$ cat config.mk
export PLATFORM = sky130hd
export DESIGN_NAME = dmem_arbiter
export DESIGN_NICKNAME = d
export VERILOG_FILES = /design/src/rtl/dmem_pkg.sv /design/src/rtl/dmem_load_align.sv /design/src/rtl/dmem_arbiter.sv
export SDC_FILE = /design/constraint.sdc
export NUM_CORES = 1
export LEC_CHECK = 0
export ABC_AREA = 1
export BUFFER_PORTS_ARGS = -buffer_cell sky130_fd_sc_hd__buf_2
export CORE_AREA = 2 2 141 143
export DETAILED_ROUTE_END_ITERATION = 12
export DIE_AREA = 0 0 143 145
export PLACE_DENSITY = 0.63
export REMOVE_ABC_BUFFERS = 1
export SETUP_SLACK_MARGIN = 0.5
export SYNTH_ARGS = -nofsm -noshare
export SYNTH_HDL_FRONTEND = slang
export SYNTH_SLANG_ARGS = --single-unit
$ cat constraint.sdc
create_clock -name clk -period 6.8 [get_ports clk]
set_input_delay 1.02 -clock clk [delete_from_list [all_inputs] [get_ports clk]]
set_output_delay 1.02 -clock clk [all_outputs]
set_load 0.03 [all_outputs]
$ cat src/rtl/dmem_pkg.sv
// Shared encodings for the data-memory arbiter: access sizes, lane selects,
// issue-record layout and the alignment check used at grant time.
package dmem_pkg;

  localparam logic [1:0] SIZE_B = 2'b00;
  localparam logic [1:0] SIZE_H = 2'b01;
  localparam logic [1:0] SIZE_W = 2'b10;
  localparam logic [1:0] SIZE_X = 2'b11;

  // Lane selects on mem_a; for halfwords the memory reads LANE_HI as the upper half.
  localparam logic [1:0] LANE_0  = 2'b00;
  localparam logic [1:0] LANE_LO = 2'b00;
  localparam logic [1:0] LANE_HI = 2'b01;

  localparam int PORT_BITS   = 1;
  localparam int SIZE_BITS   = 2;
  localparam int DATA_W      = 32;
  localparam int STREAK_W    = 4;

  typedef struct packed {
    logic [PORT_BITS-1:0] port;
    logic                 we;
    logic [SIZE_BITS-1:0] size;
    logic                 uns;
    logic                 err;
  } iss_ctrl_t;

  function automatic logic misaligned(input logic [1:0] size, input logic [1:0] off);
    logic bad;
    bad = 1'b0;
    case (size)
      SIZE_B:  bad = 1'b0;
      SIZE_H:  bad = off[0];
      SIZE_W:  bad = (off != 2'b00);
      default: bad = 1'b1;
    endcase
    return bad;
  endfunction

endpackage

$ cat src/rtl/dmem_load_align.sv
// Load-path lane extraction: picks the addressed byte/half out of the memory
// word and sign- or zero-extends it to 32 bits.
module dmem_load_align
  import dmem_pkg::*;
(
  input  logic [1:0]        size,
  input  logic              uns,
  input  logic [1:0]        offset,
  input  logic [DATA_W-1:0] mem_rd,
  output logic [DATA_W-1:0] rdata
);

  logic [7:0]  byte_v;
  logic [15:0] half_v;

  // NOTE: every comb output gets a default before the case, so no path can infer a latch.
  always_comb begin
    byte_v = 8'h00;
    half_v = offset[1] ? mem_rd[31:16] : mem_rd[15:0];
    case (offset)
      2'b00:   byte_v = mem_rd[7:0];
      2'b01:   byte_v = mem_rd[15:8];
      2'b10:   byte_v = mem_rd[23:16];
      default: byte_v = mem_rd[31:24];
    endcase
  end

  always_comb begin
    rdata = mem_rd;
    case (size)
      SIZE_B:  rdata = {{24{~uns & byte_v[7]}}, byte_v};
      SIZE_H:  rdata = {{16{~uns & half_v[15]}}, half_v};
      default: rdata = mem_rd;
    endcase
  end

endmodule

$ cat src/rtl/dmem_arbiter.sv
// Two-port arbiter/sequencer for the byte-lane data memory: grant, one issue
// cycle driving the memory, one registered response cycle (fixed 2-cycle latency).
module dmem_arbiter
  import dmem_pkg::*;
#(
  parameter int ADR_W      = 6,
  parameter int MAX_STREAK = 4
) (
  input  logic              clk,
  input  logic              rst,

  input  logic              p0_req,
  input  logic              p0_we,
  input  logic [1:0]        p0_size,
  input  logic              p0_uns,
  input  logic [ADR_W+1:0]  p0_addr,
  input  logic [31:0]       p0_wdata,
  output logic              p0_gnt,
  output logic              p0_rvalid,
  output logic [31:0]       p0_rdata,
  output logic              p0_err,

  input  logic              p1_req,
  input  logic              p1_we,
  input  logic [1:0]        p1_size,
  input  logic              p1_uns,
  input  logic [ADR_W+1:0]  p1_addr,
  input  logic [31:0]       p1_wdata,
  output logic              p1_gnt,
  output logic              p1_rvalid,
  output logic [31:0]       p1_rdata,
  output logic              p1_err,

  output logic [ADR_W-1:0]  mem_adr,
  output logic [1:0]        mem_a,
  output logic              mem_we,
  output logic              mem_sw,
  output logic              mem_sh,
  output logic              mem_sb,
  output logic [31:0]       mem_wd,
  input  logic [31:0]       mem_rd
);

  logic [STREAK_W-1:0] streak;
  logic                p1_win;
  logic                any_gnt;

  logic                iss_valid;
  iss_ctrl_t           iss;
  logic [ADR_W+1:0]    iss_addr;
  logic [31:0]         iss_wdata;
  logic                iss_active;

  logic [31:0]         aligned;
  logic [31:0]         resp_data;

  // Port 0 has priority unless port 1 has watched MAX_STREAK port-0 grants go by.
  assign p1_win  = p1_req && (!p0_req || streak == STREAK_W'(MAX_STREAK));
  assign p1_gnt  = !rst && p1_win;
  assign p0_gnt  = !rst && p0_req && !p1_win;
  assign any_gnt = p0_gnt || p1_gnt;

  // NOTE: sequential state uses non-blocking assignments so all registers update from pre-edge values.
  always_ff @(posedge clk or posedge rst) begin
    if (rst) begin
      streak <= '0;
    end else if (!p1_req || p1_gnt) begin
      streak <= '0;
    end else if (p0_gnt && streak != STREAK_W'(MAX_STREAK)) begin
      streak <= streak + 1'b1;
    end
  end

  always_ff @(posedge clk or posedge rst) begin
    if (rst) begin
      iss_valid <= 1'b0;
      iss       <= '0;
      iss_addr  <= '0;
      iss_wdata <= '0;
    end else begin
      iss_valid <= any_gnt;
      if (any_gnt) begin
        iss.port  <= p1_gnt;
        iss.we    <= p1_gnt ? p1_we   : p0_we;
        iss.size  <= p1_gnt ? p1_size : p0_size;
        iss.uns   <= p1_gnt ? p1_uns  : p0_uns;
        iss.err   <= p1_gnt ? misaligned(p1_size, p1_addr[1:0])
                            : misaligned(p0_size, p0_addr[1:0]);
        iss_addr  <= p1_gnt ? p1_addr  : p0_addr;
        iss_wdata <= p1_gnt ? p1_wdata : p0_wdata;
      end
    end
  end

  // Issue stage: memory controls come straight from the issue register; idle or erroneous drives all zero.
  assign iss_active = iss_valid && !iss.err;

  always_comb begin
    mem_adr = '0;
    mem_a   = LANE_0;
    mem_we  = 1'b0;
    mem_sw  = 1'b0;
    mem_sh  = 1'b0;
    mem_sb  = 1'b0;
    mem_wd  = '0;
    if (iss_active) begin
      mem_adr = iss_addr[ADR_W+1:2];
      mem_we  = iss.we;
      mem_wd  = iss.we ? iss_wdata : 32'h0;
      case (iss.size)
        SIZE_W: begin
          mem_sw = 1'b1;
          mem_a  = LANE_0;
        end
        SIZE_H: begin
          mem_sh = 1'b1;
          mem_a  = iss_addr[1] ? LANE_HI : LANE_LO;
        end
        SIZE_B: begin
          mem_sb = 1'b1;
          mem_a  = iss_addr[1:0];
        end
        default: mem_a = LANE_0;
      endcase
    end
  end

  dmem_load_align u_align (
    .size   (iss.size),
    .uns    (iss.uns),
    .offset (iss_addr[1:0]),
    .mem_rd (mem_rd),
    .rdata  (aligned)
  );

  assign resp_data = (iss.we || iss.err) ? 32'h0 : aligned;

  always_ff @(posedge clk or posedge rst) begin
    if (rst) begin
      p0_rvalid <= 1'b0;
      p0_rdata  <= '0;
      p0_err    <= 1'b0;
      p1_rvalid <= 1'b0;
      p1_rdata  <= '0;
      p1_err    <= 1'b0;
    end else begin
      p0_rvalid <= iss_valid && !iss.port;
      p1_rvalid <= iss_valid &&  iss.port;
      if (iss_valid && !iss.port) begin
        p0_rdata <= resp_data;
        p0_err   <= iss.err;
      end
      if (iss_valid && iss.port) begin
        p1_rdata <= resp_data;
        p1_err   <= iss.err;
      end
    end
  end

endmodule

# ---- After elaboration in Yosys (flattened, before gate mapping)
# Index checks and enable logic that the tools add are counted.
dict set report word_totals {
  register_bits 119
  latchBits 0
  ramBits 0
  romBits 0
  out_inout_bits 114
  word_cells 81
  n_memories 0
}
dict set report classes {
  n_addsub 1
  n_mul 0
  div 0
  order_cmp 0
  n_eq_ne 10
  shift 0
  n_mux 27
  bitwise_logic 3
  reduce_logical 25
}
# cell count
set ops {}
lappend ops {{32-bit two-way mux} 4}
lappend ops {{32-bit case mux with 2 select lines} 1}
lappend ops {{8-bit case mux with 3 select lines} 1}
lappend ops {{16-bit two-way mux} 1}
lappend ops {{1-bit two-way mux} 11}
lappend ops {{2-bit by 1-bit == test with 1-bit output (second input constant)} 4}
lappend ops {{2-bit == test (second input constant)} 4}
lappend ops {{1-bit logical AND} 8}
lappend ops {{2-bit zero test} 4}
lappend ops {{4-bit two-way mux} 2}
lappend ops {{8-bit two-way mux} 1}
lappend ops {{1-bit zero test} 6}
lappend ops {{6-bit two-way mux} 1}
lappend ops {{1-bit case mux with 3 select lines} 2}
lappend ops {{2-bit nonzero test} 3}
lappend ops {{4-bit by 1-bit adder with 4-bit output (second input constant)} 1}
lappend ops {{4-bit by 3-bit == test with 1-bit output (second input constant)} 1}
lappend ops {{1-bit logical OR} 4}
lappend ops {{2-bit two-way mux} 2}
lappend ops {{4-bit by 3-bit != test with 1-bit output (second input constant)} 1}
lappend ops {{2-bit case mux with 2 select lines} 1}
lappend ops {{1-bit AND} 2}
lappend ops {{1-bit inverter} 1}

# ---- Depth between registers and ports, before layout
dict set report depth {
  ltp_word 8
  depth_mapped 11
  depth_no_buf 11
}

# ---- Cells and area by module
# From an unflattened synthesis, not the netlist that was laid out.
dict set report unflattened {
  cells_unflattened 897
  area_unflattened_um2 6735.2
}
# mod instances cells_each area_each_um2 seq_area_each_um2
set modules_own_cells {}
lappend modules_own_cells {dmem_arbiter 1 740 5856.9 2977.9}
lappend modules_own_cells {dmem_load_align 1 157 878.3 0.0}

# ---- Worst setup path after synthesis
# OpenSTA, ideal clock, no wires.
dict set report synth_timing {
  path_kind {input to output}
  start {input rst}
  end {output p1_gnt}
  arrival_time_ps 4369
  required_time_ps 5780
  slack_ps 1411
  path_stages 3
  n_path_buf 0
  path_cell_list {inv_1 > nand3_2 > inv_2}
}
dict set report synth_via {
  elab_chain_cells 2
}
# element line_no
set synth_lines {}
lappend synth_lines {{from (decl)} dmem_arbiter.sv:10} ;# input logic rst,
lappend synth_lines {{1-bit zero test (no source line)} --}
lappend synth_lines {{1-bit logical AND} dmem_arbiter.sv:59} ;# assign p1_gnt = !rst && p1_win;
lappend synth_lines {{to (decl)} dmem_arbiter.sv:29} ;# output logic p1_gnt,
# No other way between the ends.

# ---- Final worst setup path
dict set report layout_timing {
  start {register iss_valid}
  end {output mem_wd[0]}
}
dict set report layout_via {
  elab_chain_cells 2
}
# element line_no
set layout_lines {}
lappend layout_lines {{from (decl)} dmem_arbiter.sv:48} ;# logic iss_valid;
lappend layout_lines {{from (signal assigned)} dmem_arbiter.sv:81} ;# iss_valid <= any_gnt;
lappend layout_lines {{1-bit logical AND} dmem_arbiter.sv:96} ;# assign iss_active = iss_valid && !iss.err;
lappend layout_lines {{32-bit two-way mux} dmem_arbiter.sv:106} ;# if (iss_active) begin
lappend layout_lines {{to (decl)} dmem_arbiter.sv:40} ;# output logic [31:0] mem_wd,
# No other way between the ends.

==> results.json <==
{
  "status": "finished clean",
  "cts_buffer_depth": 2,
  "drt_iter0_drc": 248,
  "synth-seq-cells": 119,
  "insertion_delay_ns": 0.41,
  "grt_use_met3_pct": 4.92,
  "ctsHtreeMaxLevel": 4,
  "max-slew-margin-rel_pct": 27.0,
  "grt_pass1_wl_um": 30600,
  "period_share_pct": 52.1,
  "cts_resized": 0,
  "grt_remaining_overflow": 0,
  "holdWs_ns": 0.470,
  "synthToLayoutAreaGrowth_pct": 33.3,
  "cts_tree": "built",
  "ioPinCount": 238,
  "cp.arrival_ns": 2.52,
  "grt_pass1_vias": 5512,
  "setup_violations": 0,
  "yosys.cell_types.count": 28,
  "critPathLaunchType": "register",
  "fin_cells": 1210,
  "drv_cap": 0,
  "slowest_delay_ns": 0.80,
  "nets": 1058,
  "first_pass_iters": 5,
  "clkTransAtPathRegs_ns": 0.05,
  "synth.avg_cell_area_sq_um": 8.01,
  "synth_area_sq_um": 5700,
  "viasPerCell": 4.71,
  "n_fill_cell": 2018,
  "cp.required_ns": 5.78,
  "grt_use_met1_pct": 26.2,
  "critical_path_class": "register to output pin",
  "ant_nets": 0,
  "dpl.cell_count": 1178,
  "grt_busiest_layer": "met2",
  "finalHoldViolations": 0,
  "dieArea_sq_um": 20700,
  "seq_area_frac_synth_pct": 52.2,
  "die_w_um": 143,
  "peakVddDrop_mv": 0.164,
  "grt_antenna_before_repair": 0,
  "yosysWarnings": 0,
  "rsz0062_at_grt": "false",
  "numCtsBuffers": 17,
  "place.gp.congestion": 0.823,
  "drv_slew": 0,
  "fp-row-count": 51,
  "placed_area_sq_um": 7090,
  "drc": 0,
  "hpwl_um": 14300,
  "portBuffers": 237,
  "grtUsageTotal_pct": 19.1,
  "endpoint_kind": "output pin",
  "setup-tns-final_ns": 0,
  "grt_start_max_net_pins": 67,
  "initial_utilization_pct": 29.7,
  "drt-total-wl_um": 19700,
  "cts_num_sinks": 119,
  "period_minus_slack_ns": 3.54,
  "mostFrequentLayoutCell": "buf_2",
  "mostFrequentLayoutCells": "buf_2 (237), nand2_1 (196), dfrtp_1 (119), inv_1 (67), a21oi_1 (62)",
  "coreArea_sq_um": 19200,
  "cp_slowest_cell": "inv_1",
  "path_cells": "inv_1, nor2_1, inv_1, nor2_1, inv_1, nor2_1, buf_2",
  "drive_gt1_share_pct": 31.6,
  "wl_per_cell_um": 16.3,
  "hold_buffers": 0,
  "critPathMaxFanout": 32,
  "die_h_um": 145,
  "syn_inst": 712,
  "stdcell_area_sq_um": 7610,
  "fin_skew_ns": 0.00882,
  "vias": 5698,
  "post_cts_buffers": 0,
  "leakagePower_nw": 4.35,
  "clockRootBuffer": "clkbuf_16",
  "diodes": 0,
  "hp-class": "register to register",
  "met2_usage_pct": 30.0,
  "tightest_slew_ns": 1.09,
  "fmax_mhz": 282,
  "p_per_area_nw_per_um2": 296
}
-- Yosys cell counts --
cell | count | share of area, %
a21oi_1 | 62 | 5.4
a22o_1 | 1 | 0.15
buf_1 | 5 | 0.33
buf_2 | 8 | 0.70
buf_6 | 3 | 0.59
clkbuf_1 | 26 | 1.7
clkinv_1 | 1 | 0.066
dfrtp_1 | 119 | 52
ha_1 | 2 | 0.44
inv_1 | 68 | 4.5
inv_2 | 5 | 0.33
inv_4 | 1 | 0.11
nand2_1 | 196 | 13
nand2_2 | 4 | 0.44
nand2_4 | 1 | 0.20
nand3_1 | 31 | 2.7
nand3_2 | 1 | 0.18
nand3_4 | 1 | 0.31
nand4_1 | 33 | 3.6
nor2_1 | 48 | 3.2
nor2_2 | 1 | 0.11
nor2_4 | 2 | 0.39
nor3_1 | 2 | 0.18
o21ai_0 | 34 | 3.0
o21ai_1 | 3 | 0.26
o22ai_1 | 43 | 4.7
or2_2 | 9 | 0.99
xor2_1 | 2 | 0.31
-- path summary, 6_finish.rpt --
path	to	cells past startpoint	slack, ns	startpoint
min in group asynchronous	iss[4]	2	0.73	rst
setup reg to reg	iss[3]	11	3.92	streak[0]
hold reg to reg	p1_rdata[25]	2	0.47	p1_rdata[25]
hold / removal	p1_rdata[25]	2	0.47	p1_rdata[25]
max in group asynchronous	p1_rdata[14]	3	4.72	rst
setup / recovery	mem_wd[0]	7	3.26	iss_valid
-- routing by layer --
layer | share of wire (%) | routed length (um)
met1 | 45 | 8800
met5 | 0 | 0
met2 | 47 | 9210
met4 | 1.2 | 235
met3 | 7.6 | 1500
-- cell families after synthesis --
| kind of cell | after synthesis | share of synthesized area (%) |
|---|---|---|
| AO/OA/AOI/OAI | 143 | 13.6 |
| XOR/XNOR | 2 | 0.307 |
| buffers and inverters | 117 | 8.31 |
| adder cells (fa/ha/maj) | 2 | 0.439 |
| AND/OR/NAND/NOR | 329 | 25.2 |
| flip-flops | 119 | 52.2 |
-- flip-flops by register name, indices dropped and copies added, names as in the netlist --
register and cells:
streak 4, p1_rdata 32, iss_valid 1, p0_rvalid 1, p1_err 1, iss_addr 8, p0_err 1, iss_wdata 32
p1_rvalid 1, iss 6, p0_rdata 32
-- cell type report --
type / count / area (sq um) / share of cell area [%]
Clock inverter: 10 / 55.1 / 0.724
Tap cell: 265 / 332 / 4.36
Sequential cell: 119 / 2980 / 39.2
Timing Repair Buffer: 243 / 1230 / 16.2
Multi-Input combinational cell: 476 / 2260 / 29.7
Inverter: 75 / 287 / 3.77
Clock buffer: 22 / 464 / 6.10
-- metrics by stage --
step                setup WS [ns]  power (mW)  util, %
global placement             3.51        1.45     36.9
global route                 2.98        2.37     39.6
finish                       3.26        2.25     39.6
CTS                          3.17        2.27     39.6
floorplan                   0.625        1.24        -
detailed placement           3.50        1.46     36.9
-- critical path: cells and delay by family (launching register included) --
kind                   cells  cell delay [ns]
and+or+nand+nor            3             0.27
buffers and inverters      4             1.46
DFF                        1             0.38
-- power by group --
group | total (mW) | internal (mW) | switching, mW
Combinational | 0.578 | 0.164 | 0.413
Sequential | 0.865 | 0.809 | 0.0556
Clock | 0.807 | 0.479 | 0.328
Total | 2.25 | 1.45 | 0.797
(Power assumes the default switching activity.)
